$ cat config.mk
export PLATFORM = sky130hd
export DESIGN_NAME = mc_seq_fsm
export DESIGN_NICKNAME = d
export VERILOG_FILES = /design/src/rtl/mc_seq_fsm.sv
export SDC_FILE = /design/constraint.sdc
export NUM_CORES = 1
export LEC_CHECK = 0
export ABC_CLOCK_PERIOD_IN_PS = 1850
export BUFFER_PORTS_ARGS = -buffer_cell sky130_fd_sc_hd__buf_2
export CAP_MARGIN = 20
export CELL_PAD_IN_SITES_DETAIL_PLACEMENT = 0
export CELL_PAD_IN_SITES_GLOBAL_PLACEMENT = 1
export CORE_UTILIZATION = 31
export CTS_CLUSTER_SIZE = 24
export DETAILED_ROUTE_END_ITERATION = 10
export PLACE_DENSITY_LB_ADDON = 0.1
export SETUP_SLACK_MARGIN = 0.3
export SKIP_CTS_REPAIR_TIMING = 1
export SLEW_MARGIN = 5
export SYNTH_ARGS = -nofsm -noshare
export SYNTH_HDL_FRONTEND = slang
export SYNTH_SLANG_ARGS = --single-unit
$ cat constraint.sdc
create_clock -name clk -period 1.85 [get_ports clk]
set_clock_uncertainty 0.1 [all_clocks]
set_input_delay 0.0925 -clock clk [delete_from_list [all_inputs] [get_ports clk]]
set_output_delay 0.0925 -clock clk [all_outputs]
set_load 0.05 [all_outputs]
$ cat src/rtl/mc_seq_fsm.sv
// Main sequencing FSM for the multicycle ARM-subset core: walks each instruction
// through fetch/decode/execute/memory/writeback and decodes datapath selects per state.
module mc_seq_fsm #(
    parameter int unsigned MUL_CYCLES = 4
) (
    input  logic       clk,
    input  logic       reset,
    input  logic [1:0] Op,
    input  logic [5:0] Funct,
    input  logic       mul,
    input  logic       mem_ready,
    output logic       IRWrite,
    output logic       NextPC,
    output logic       RegW,
    output logic       MemW,
    output logic       Branch,
    output logic       AdrSrc,
    output logic       ALUSrcA,
    output logic [1:0] ALUSrcB,
    output logic [1:0] ResultSrc,
    output logic       ALUOp,
    output logic       mul_start,
    output logic       illegal,
    output logic [3:0] state
);

    typedef enum logic [3:0] {
        FETCH  = 4'd0,
        DECODE = 4'd1,
        MEMADR = 4'd2,
        MEMRD  = 4'd3,
        MEMWB  = 4'd4,
        MEMWR  = 4'd5,
        EXECR  = 4'd6,
        EXECI  = 4'd7,
        ALUWB  = 4'd8,
        BRANCH = 4'd9,
        MULEX  = 4'd10,
        MULWB  = 4'd11
    } state_t;

    localparam logic [3:0] MUL_LAST = 4'(MUL_CYCLES - 1);

    state_t     state_q, state_d;
    logic [3:0] cnt_q, cnt_d;

    // Only the I and L bits of Funct steer sequencing; the rest go to the ALU decoder.
    logic unused_funct;
    assign unused_funct = ^Funct[4:1];

    // NOTE: state registers use non-blocking assignments so every flop samples
    // the pre-edge values of its peers, independent of process ordering.
    always_ff @(posedge clk) begin
        if (reset) begin
            state_q <= FETCH;
            cnt_q   <= '0;
        end else begin
            state_q <= state_d;
            cnt_q   <= cnt_d;
        end
    end

    // NOTE: every combinational output gets a default at the top of the block,
    // so no path through the case leaves a signal unassigned and infers a latch.
    always_comb begin
        state_d = FETCH;
        cnt_d   = '0;
        case (state_q)
            FETCH:  state_d = mem_ready ? DECODE : FETCH;
            DECODE: begin
                case (Op)
                    2'b01:   state_d = MEMADR;
                    2'b00:   state_d = mul ? MULEX : (Funct[5] ? EXECI : EXECR);
                    2'b10:   state_d = BRANCH;
                    default: state_d = FETCH;
                endcase
            end
            MEMADR: state_d = Funct[0] ? MEMRD : MEMWR;
            MEMRD:  state_d = mem_ready ? MEMWB : MEMRD;
            MEMWR:  state_d = mem_ready ? FETCH : MEMWR;
            EXECR:  state_d = ALUWB;
            EXECI:  state_d = ALUWB;
            MULEX: begin
                if (cnt_q == MUL_LAST) begin
                    state_d = MULWB;
                end else begin
                    state_d = MULEX;
                    cnt_d   = cnt_q + 4'd1;
                end
            end
            default: state_d = FETCH;
        endcase
    end

    always_comb begin
        IRWrite   = 1'b0;
        NextPC    = 1'b0;
        RegW      = 1'b0;
        MemW      = 1'b0;
        Branch    = 1'b0;
        AdrSrc    = 1'b0;
        ALUSrcA   = 1'b0;
        ALUSrcB   = 2'b00;
        ResultSrc = 2'b00;
        ALUOp     = 1'b0;
        mul_start = 1'b0;
        illegal   = 1'b0;
        case (state_q)
            FETCH: begin
                ALUSrcA   = 1'b1;
                ALUSrcB   = 2'b10;
                ResultSrc = 2'b10;
                IRWrite   = mem_ready;
                NextPC    = mem_ready;
            end
            DECODE: begin
                ALUSrcA   = 1'b1;
                ALUSrcB   = 2'b10;
                ResultSrc = 2'b10;
                illegal   = (Op == 2'b11);
            end
            MEMADR: ALUSrcB = 2'b01;
            MEMRD:  AdrSrc  = 1'b1;
            MEMWB: begin
                ResultSrc = 2'b01;
                RegW      = 1'b1;
            end
            MEMWR: begin
                AdrSrc = 1'b1;
                MemW   = 1'b1;
            end
            EXECR:  ALUOp = 1'b1;
            EXECI: begin
                ALUSrcB = 2'b01;
                ALUOp   = 1'b1;
            end
            ALUWB:  RegW = 1'b1;
            BRANCH: begin
                ALUSrcB   = 2'b01;
                ResultSrc = 2'b10;
                Branch    = 1'b1;
            end
            MULEX:  mul_start = (cnt_q == 4'd0);
            MULWB:  RegW = 1'b1;
            default: ;
        endcase
    end

    assign state = state_q;

endmodule

==> results of run 1 <==
==> flip-flops by register name, indices dropped and copies added, names as in the netlist <==
signal,count
cnt_q,4
state,4
==> kinds of logic (layout without fill, tap and decap cells) <==
group                      count (synthesis)  count (layout)  share of synthesized area
and+or+nand+nor                           40              40                      0.349
buffers and inverters                     12              54                      0.100
AOI/OAI and AO/OA                         22              22                      0.239
adders and majority gates                  2               2                     0.0385
DFF                                        8               8                      0.247
xor gates and xnor gates                   2               2                     0.0270
==> per-stage QoR <==
stage	instances	cell area, sq um
finish	155	1190
global route	155	1190
CTS	141	965
detailed placement	137	938
global placement	137	938
floorplan	86	791
==> worst max-delay path: cells and delay by family, from the launching register on <==
| family | cells | cell delay, ns |
|---|---|---|
| buffers and inverters | 1 | 0.14 |
| and+or+nand+nor | 2 | 0.62 |
| DFF | 1 | 0.37 |
| AOI/OAI and AO/OA | 2 | 0.37 |
==> where the power goes <==
part	total, mW	leakage (nW)	internal (mW)	switching (mW)
clock network	0.146	0.0150	0.0827	0.0631
logic	0.360	0.405	0.141	0.219
registers	0.193	0.0678	0.178	0.0142
total	0.699	0.488	0.402	0.296
==> routing by layer <==
metal / vias to the layer above / share of wire / wire, microns / track usage
met3: 0 / 0.034 / 69 / 0.0226
li1: 392 / - / - / -
met4: 0 / 0 / 0 / 0.0500
met2: 20 / 0.50 / 1020 / 0.224
met5: - / 0 / 0 / 0
met1: 341 / 0.47 / 950 / 0.249
==> area by class of cell <==
type / count / area share
clock buffer: 4 / 0.0221
multi-input combinational: 66 / 0.500
timing repair buffer: 45 / 0.287
sequential: 8 / 0.147
inverter: 5 / 0.0158
tap: 27 / 0.0284
==> synth_stat cells (2+ instances only) <==
library cell,number
nor4_1,2
dfxtp_1,8
nand2b_4,2
nand2_1,4
nor2_1,12
a21oi_1,7
inv_1,5
clkbuf_1,2
and2_1,2
nor3_1,7
a211oi_1,2
buf_6,2
o31ai_1,2
o21ai_1,2
ha_1,2
nand2b_1,4
==> how the worst max path moves through the flow <==
stage                             to  depth (start not counted)  startpoint  slack, ns
after floorplan               NextPC                          4    state[0]      -0.01
after global placement          RegW                          4    state[2]       0.23
after detailed placement  ALUSrcB[0]                          5    state[3]       0.23
after CTS                 ALUSrcB[0]                          5    state[3]      -0.07
after global routing          NextPC                          3    state[1]       0.17
final                       state[2]                          5    state[1]       0.20
==> impl_results.md, run 1 <==
* Endpoints failing hold at 0
* Worst Path Required at 1.95 ns
* Top cell type's share of synthesized area at 0.247
* Layout cell share with drive strength beyond 1 at 0.594
* Fin util at 0.607
* FFs w/ async S/R, synth at 0
* Final net count at 143
* Crit Path Class: reg2reg
* Footprint of the multi-input gates at 596 sq um
* Hold Crit Start: mul
* Library cells used by synthesis at 37
* Post-Syn Instances at 86
* R2R cell count at 5
* GPL Wtd Cong at 0.707
* DIE AREA at 0.00228 sq mm
* Vias in the first global route at 521
* Drt total wl at 2040 microns
* Post-DP HPWL at 1370 microns
* CP endpoint kind: register
* DR vias at 753
* Inserted Diodes at 0
* Top_reg_cell synth: dfxtp_1
* Yosys warns at 0
* Initial DRC count at 16
* H-tree Lvls at 1
* Initial antenna violation count at 0
* Max-slew headroom at 0.710
* Vias per cell at 4.86
* Crit-path max cell delay at 0.46 ns
* Final min period at 1.65 ns
* Final total power at 0.699 mW
* Core box area at 0.00196 sq mm
* Worst Tran Pin Value at 0.431 ns
* Final setup margin at 0.201 ns
* Status: finished clean
* Syn nets at 100
* Clk root buf: clkbuf_4
* Reg2reg end: state[2]
* TritonCTS Buffers at 3
* Post-synth EDFFs at 0
* Hold WS at 0.0527 ns
* Largest area contributor in the netlist: dfxtp_1
* Synth top area cells: dfxtp_1 (25%), nor2_1 (6.9%), a21oi_1 (5.4%)
* Tcrit/Tclk final at 0.892
* # setup viols final at 0
* ANT nets after route at 0
* Fmax at 0.606 GHz
* Crit start category: register
* Slowest CP cell: or4_4
* First-pass GRT wire length at 2500 microns
* First-pass iteration count of the detailed router at 3
* CTS tree: built
* Fillers at 204
* Overall Global Routing Usage at 0.160
* CTS sink cnt at 8
* Pwr dens at 587 mW/mm^2
* Synthesized area at 649 sq um
* DIE HEIGHT at 47.8 microns
* Commonest non-fill, non-tap cell in the layout: buf_4
* CTS Buffer Depth at 2
* Hold Path Stages at 3
* RSZ-0062 raised after global routing: yes
* Hold Crit Class: in2reg
* MaxCap Viol Count at 0
* DRC at 0
* Max VDD drop at 0.000307 V
* Area growth from synthesis to layout at 83.4%
* FF-to-FF Start: state[1]
* Slew Viols, Final at 0
* Crit path DAT at 1.75 ns
* Hold path endpoint: state[3]
* FP Rows at 16
* Number of port buffers at 25
* FF+latch area at 175 sq um
* Final setup TNS at 0 ns
* Clock transition at path regs at 0.06 ns
* Lkg Pwr at 0.488 nW
* Post-synthesis area per instance at 7.55 sq um
* Part of the Yosys area used for sequential elements at 0.247
* Critical Path Fanout Max at 7
* Worst slack, placed at 0.231 ns
* Clock Latency Late Sink at 0.26 ns
* Initial core utilization at 0.331
* Largest net degree at the start of global routing at 18
* Most frequent cells in the layout: buf_4 (18), buf_2 (15), nor2_1 (7), buf_6 (7)
* FF+latch count, synth at 8
* R2R setup slack at 0.20 ns
* Crit-path cells: buf_4 > nand2b_4 > or4_4 > o32ai_2 > o21a_1
* Routed length per placed instance at 13.2 microns
* GRT overflow at 0
* Ports at 30
* Die W at 47.8 microns
Note: power is estimated with default switching activity, not from simulation.
==> inputs of run 2 (changes only) <==
--- a/config.mk
+++ b/config.mk
@@ -13,7 +13,7 @@
 export CORE_UTILIZATION = 31
 export CTS_CLUSTER_SIZE = 24
 export DETAILED_ROUTE_END_ITERATION = 10
-export PLACE_DENSITY_LB_ADDON = 0.1
+export PLACE_DENSITY = 0.83
 export SETUP_SLACK_MARGIN = 0.3
 export SKIP_CTS_REPAIR_TIMING = 1
 export SLEW_MARGIN = 5
==> impl_results.md, run 2 (synthesized netlist as in run 1, its figures left out) <==
* Status: finished clean
* Metal1 wirelength at 904 microns (-4.8%)
* CP endpoint kind: primary output
* DIE AREA at 0.00228 sq mm (unchanged)
* Number of port buffers at 25 (unchanged)
* Clock Latency Late Sink at 0.26 ns (about the same)
* Crit start category: register
* FF-to-FF Start: state[0]
* Critical Path Fanout Max at 7 (unchanged)
* Placed cell areas at 938 sq um (unchanged)
* Crit path DAT at 1.39 ns (-0.36 ns)
* Worst Path Required at 1.66 ns (-0.29 ns)
* H-tree Lvls at 1 (unchanged)
* CTS Buffer Depth at 2 (unchanged)
* Largest net degree at the start of global routing at 18 (unchanged)
* FP Rows at 16 (unchanged)
* Commonest non-fill, non-tap cell in the layout: buf_2
* First-pass iteration count of the detailed router at 4 (+1)
* Footprint of the multi-input gates at 571 sq um (-4.2%)
* Area growth from synthesis to layout at 72.4%
* Max-slew headroom at 0.801 (+0.0907)
* Hold Crit Class: in2reg
* Hold Path Stages at 3 (unchanged)
* Slew Viols, Final at 0 (unchanged)
* DIE HEIGHT at 47.8 microns (unchanged)
* Initial core utilization at 0.331 (unchanged)
* Overall Global Routing Usage at 0.148 (-0.0123)
* Vias in the first global route at 562 (+7.9%)
* R2R setup slack at 0.30 ns (+0.10 ns)
* GRT overflow at 0 (unchanged)
* TritonCTS Buffers at 3 (unchanged)
* Hold WS at 0.0495 ns (-0.00324 ns)
* Core box area at 0.00196 sq mm (unchanged)
* Final net count at 139 (-2.8%)
* Initial DRC count at 11 (-5)
* CTS sink cnt at 8 (unchanged)
* Most frequent cells in the layout: buf_2 (17), buf_4 (13), nor2_1 (8), buf_6 (8), a21oi_1 (6)
* Met2 Wirelength at 876 microns (-14%)
* RSZ-0062 raised after global routing: yes
* Max VDD drop at 0.000254 V (-17%)
* Inserted Diodes at 0 (unchanged)
* R2R cell count at 5 (unchanged)
* ANT nets after route at 0 (unchanged)
* DRC at 0 (unchanged)
* Dpl cells at 137 (unchanged)
* Tcrit/Tclk final at 0.856 (-0.0361)
* Fin util at 0.571 (-0.0364)
* CTS tree: built
* Fmax at 0.632 GHz (+4.2%)
* Reg2reg end: state[2]
* Crit Path Class: reg2out
* Hold Crit Start: mul
* Post-DP HPWL at 1270 microns (-7.4%)
* # setup viols final at 0 (unchanged)
* Finished Layout Cells at 151 (-2.6%)
* Pwr dens at 604 mW/mm^2 (+3.0%)
* Ports at 30 (unchanged)
* First-pass GRT wire length at 2460 microns (-1.9%)
* Clock transition at path regs at 0.06 ns (about the same)
* Initial antenna violation count at 0 (unchanged)
* DR vias at 743 (-1.3%)
* Hold path endpoint: state[3]
* Top layer in use: met3
* Met3 Wirelength at 66 microns (-4.3%)
* MaxCap Viol Count at 0 (unchanged)
* Drt total wl at 1850 microns (-9.5%)
* Lkg Pwr at 0.456 nW (-6.6%)
* Final min period at 1.58 ns (-0.0668 ns)
* GPL Wtd Cong at 0.828 (+17%)
* Vias per cell at 4.92 (+1.3%)
* Endpoints failing hold at 0 (unchanged)
* Fillers at 183 (-10%)
* Die W at 47.8 microns (unchanged)
* Clk root buf: clkbuf_4
* Layout cell share with drive strength beyond 1 at 0.556 (-0.0373)
* Final instance area at 0.00112 sq mm (-6.0%)
* Routed length per placed instance at 12.2 microns (-7.1%)
* Worst Tran Pin Value at 0.296 ns (-0.135 ns)
* FF+latch area at 173 sq um (-1.4%)
## run 2: through the flow
| stage | setup TNS, ns | power, mW | setup WS (ns) |
|---|---|---|---|
| after global routing | 0 | 0.709 | 0.217 |
| after detailed placement | 0 | 0.484 | 0.272 |
| after floorplan | -0.0131 | 0.440 | -0.0131 |
| after CTS | 0 | 0.630 | 0.0704 |
| final | 0 | 0.676 | 0.267 |
| after global placement | 0 | 0.482 | 0.299 |
## run 2: critical path, stage by stage, from the launching register on
cell and delay, ns:
dfxtp_4 0.37, or3b_4 0.41, nor3_4 0.16, buf_6 0.19
## run 2: power breakdown
group          leakage [nW]  internal [mW]  switching, mW
Sequential           0.0675          0.179         0.0177
Combinational         0.373          0.124          0.208
Clock                0.0150         0.0828         0.0644
Total                 0.456          0.387          0.290
## run 2: worst max-delay path by stage
| stage | depth (start not counted) | slack, ns | from | end |
|---|---|---|---|---|
| global placement | 5 | 0.30 | state[2] | state[0] |
| detailed placement | 5 | 0.27 | state[2] | state[0] |
| floorplan | 4 | -0.01 | state[0] | NextPC |
| global route | 3 | 0.22 | state[0] | IRWrite |
| CTS | 4 | 0.07 | state[3] | RegW |
| finish | 3 | 0.27 | state[1] | IRWrite |
## run 2: layout make-up
| type | count | area share |
|---|---|---|
| Clock buffer | 4 | 0.0235 |
| Inverter | 5 | 0.0168 |
| Multi-Input combinational cell | 66 | 0.509 |
| Sequential cell | 8 | 0.154 |
| Tap cell | 27 | 0.0302 |
| Timing Repair Buffer | 41 | 0.266 |
## run 2: per-layer routing
metal | vias up | GRT usage
met3 | 0 | 0.0113
met5 | - | 0
met2 | 18 | 0.222
met4 | 0 | 0.0167
met1 | 342 | 0.235
li1 | 383 | -
==> inputs of run 3 (changes only) <==
--- a/config.mk
+++ b/config.mk
@@ -8,12 +8,12 @@
 export ABC_CLOCK_PERIOD_IN_PS = 1850
 export BUFFER_PORTS_ARGS = -buffer_cell sky130_fd_sc_hd__buf_2
 export CAP_MARGIN = 20
-export CELL_PAD_IN_SITES_DETAIL_PLACEMENT = 0
-export CELL_PAD_IN_SITES_GLOBAL_PLACEMENT = 1
-export CORE_UTILIZATION = 31
+export CELL_PAD_IN_SITES_DETAIL_PLACEMENT = 2
+export CELL_PAD_IN_SITES_GLOBAL_PLACEMENT = 2
+export CORE_UTILIZATION = 23
 export CTS_CLUSTER_SIZE = 24
 export DETAILED_ROUTE_END_ITERATION = 10
-export PLACE_DENSITY = 0.83
+export PLACE_DENSITY = 0.81
 export SETUP_SLACK_MARGIN = 0.3
 export SKIP_CTS_REPAIR_TIMING = 1
 export SLEW_MARGIN = 5
==> impl_results.md, run 3 (synthesized netlist as in run 1, its figures left out) <==
* Status: finished clean
* Final net count at 140 (+0.72%)
* Crit-path max cell delay at 0.37 ns (-0.04 ns)
* Slew Viols, Final at 0 (unchanged)
* CTS sink cnt at 8 (unchanged)
* First-pass GRT wire length at 3500 microns (+42%)
* DIE HEIGHT at 55.1 microns (+15%)
* Inserted Diodes at 0 (unchanged)
* Vias per cell at 5.14 (+4.4%)
* Crit start category: register
* Tcrit/Tclk final at 0.877 (+0.0212)
* DR vias at 796 (+7.1%)
* Endpoints failing hold at 0 (unchanged)
* Clock transition at path regs at 0.06 ns (about the same)
* H-tree Lvls at 1 (unchanged)
* Final min period at 1.62 ns (+0.0393 ns)
* Most frequent cells in the layout: buf_2 (16), buf_4 (12), buf_6 (8)
* Core box area at 0.00257 sq mm (+31%)
* CP Launch Point: state[3]
* Initial core utilization at 0.253 (-0.0781)
* Worst Path Required at 1.66 ns (about the same)
* Pwr dens at 603 mW/mm^2 (-0.20%)
* CTS tree: built
* Worst Tran Pin Value at 0.294 ns (-0.00257 ns)
* Max-slew headroom at 0.802 (+0.00173)
* DRC at 0 (unchanged)
* Cell mode on critical path: buf_6
* Crit path DAT at 1.43 ns (+0.04 ns)
* Comb power frac at 0.514 (+0.023)
* Crit-path cells: buf_6 > nand2b_4 > buf_4 > o31ai_4 > buf_6
* Final setup margin at 0.228 ns (-0.0393 ns)
* Largest net degree at the start of global routing at 18 (unchanged)
* Pint at 0.395 mW (+2.2%)
* Crit Path Class: reg2out
* Die W at 55.1 microns (+15%)
* RSZ-0062 raised after global routing: yes
* MaxCap Viol Count at 0 (unchanged)
* Area growth from synthesis to layout at 77.8%
* DIE AREA at 0.00304 sq mm (+33%)
* Ports at 30 (unchanged)
* Fillers at 290 (+58%)
* Drt total wl at 2740 microns (+48%)
* Worst slack, placed at 0.245 ns (-0.0268 ns)
* Slowest CP cell: dfxtp_4
* Clk root buf: clkbuf_4
* Finished Layout Cells at 155 (+2.6%)
* # setup viols final at 0 (unchanged)
* GRT overflow at 0 (unchanged)
* ANT nets after route at 0 (unchanged)
* Lkg Pwr at 0.468 nW (+2.7%)
* Post-DP HPWL at 1790 microns (+41%)
* Vias in the first global route at 736 (+31%)
* Critical Path Fanout Max at 6 (-1)
* Initial antenna violation count at 0 (unchanged)
* FF-to-FF Start: state[2]
* Net Switching at 0.301 mW (+3.9%)
* Initial DRC count at 4 (-7)
* CP endpoint kind: primary output
* Switching share of total power at 0.433 (+0.00414)
* Hold Crit Class: in2reg
* Fmax at 0.617 GHz (-2.4%)
* Sequential power share at 0.282 (-0.009)
* TritonCTS Buffers at 3 (unchanged)
* Routed length per placed instance at 17.7 microns (+44%)
* Commonest non-fill, non-tap cell in the layout: buf_2
* Max VDD drop at 0.000374 V (+48%)
* CTS Buffer Depth at 2 (unchanged)
* Dpl cells at 140 (+2.2%)
* Hold Crit Start: mul
* Clock Latency Late Sink at 0.25 ns (about the same)
* Overall Global Routing Usage at 0.164 (+0.0160)
* Clock power frac at 0.204 (-0.014)
* Layout cell share with drive strength beyond 1 at 0.576 (+0.0195)
* FP Rows at 18 (+2)
* Fin util at 0.450 (-0.121)
* GPL Wtd Cong at 0.745 (-10%)
* First-pass iteration count of the detailed router at 4 (unchanged)
* Number of port buffers at 25 (unchanged)
* Final total power at 0.696 mW (+2.9%)
## run 3: changes by cell type in the layout (fill, tap and decap cells not counted)
cell	previous run	this run
o21ai_1	2	1
buf_4	13	12
dfxtp_2	1	0
o21ai_2	0	1
dfxtp_4	3	4
nand2b_4	3	4
buf_2	17	16
nor2_1	8	7
clkbuf_4	5	7
nor2_2	3	4
xnor2_1	0	1
xnor2_2	1	0
nand2b_1	3	2
buf_12	0	1
## run 3: path summary, 6_finish.rpt
check	to	slack, ns	cells after the start
worst max-delay path	RegW	0.23	5
worst min-delay path	state[3]	0.05	3
worst max register to register	state[0]	0.25	5
worst min register to register	cnt_q[2]	0.45	2
## run 3: cell type report
cell class	count	area, sq um	area share
flip-flops and latches	8	175	0.152
multi-input cells	66	577	0.499
well taps	30	37.5	0.0325
clock buffers	4	26.3	0.0228
repair buffers	42	320	0.277
inverters	5	18.8	0.0163
## run 3: metrics by stage
step | area (sq um) | TNS (ns) | hold WS [ns]
3_3_place_gp | 942 | 0 | 0.198
6_report | 1150 | 0 | 0.0471
2_1_floorplan | 791 | -0.0131 | 0.0619
5_1_grt | 1150 | 0 | 0.0809
3_5_place_dp | 942 | 0 | 0.205
4_1_cts | 968 | -0.0445 | -0.0692
## run 3: power by group through the flow
stage / clock network, mW / logic [mW] / registers (mW)
final: 0.142 / 0.358 / 0.196
after global routing: 0.153 / 0.376 / 0.197
after CTS: 0.149 / 0.283 / 0.210
after detailed placement: 0 / 0.282 / 0.214
after global placement: 0 / 0.273 / 0.212
after floorplan: 0 / 0.226 / 0.214
## run 3: metal layers
layer / routed length, microns / GRT usage
met1: 1150 / 0.203
met2: 1470 / 0.301
met3: 106 / 0.0410
met4: 16 / 0
met5: 0 / 0
## run 3: worst max-delay path, delay by kind of cell, from the launching register on
family / cells / cell delay (ns)
buf+inv: 3 / 0.46
flops: 1 / 0.37
compound gates: 1 / 0.24
simple gates: 1 / 0.09
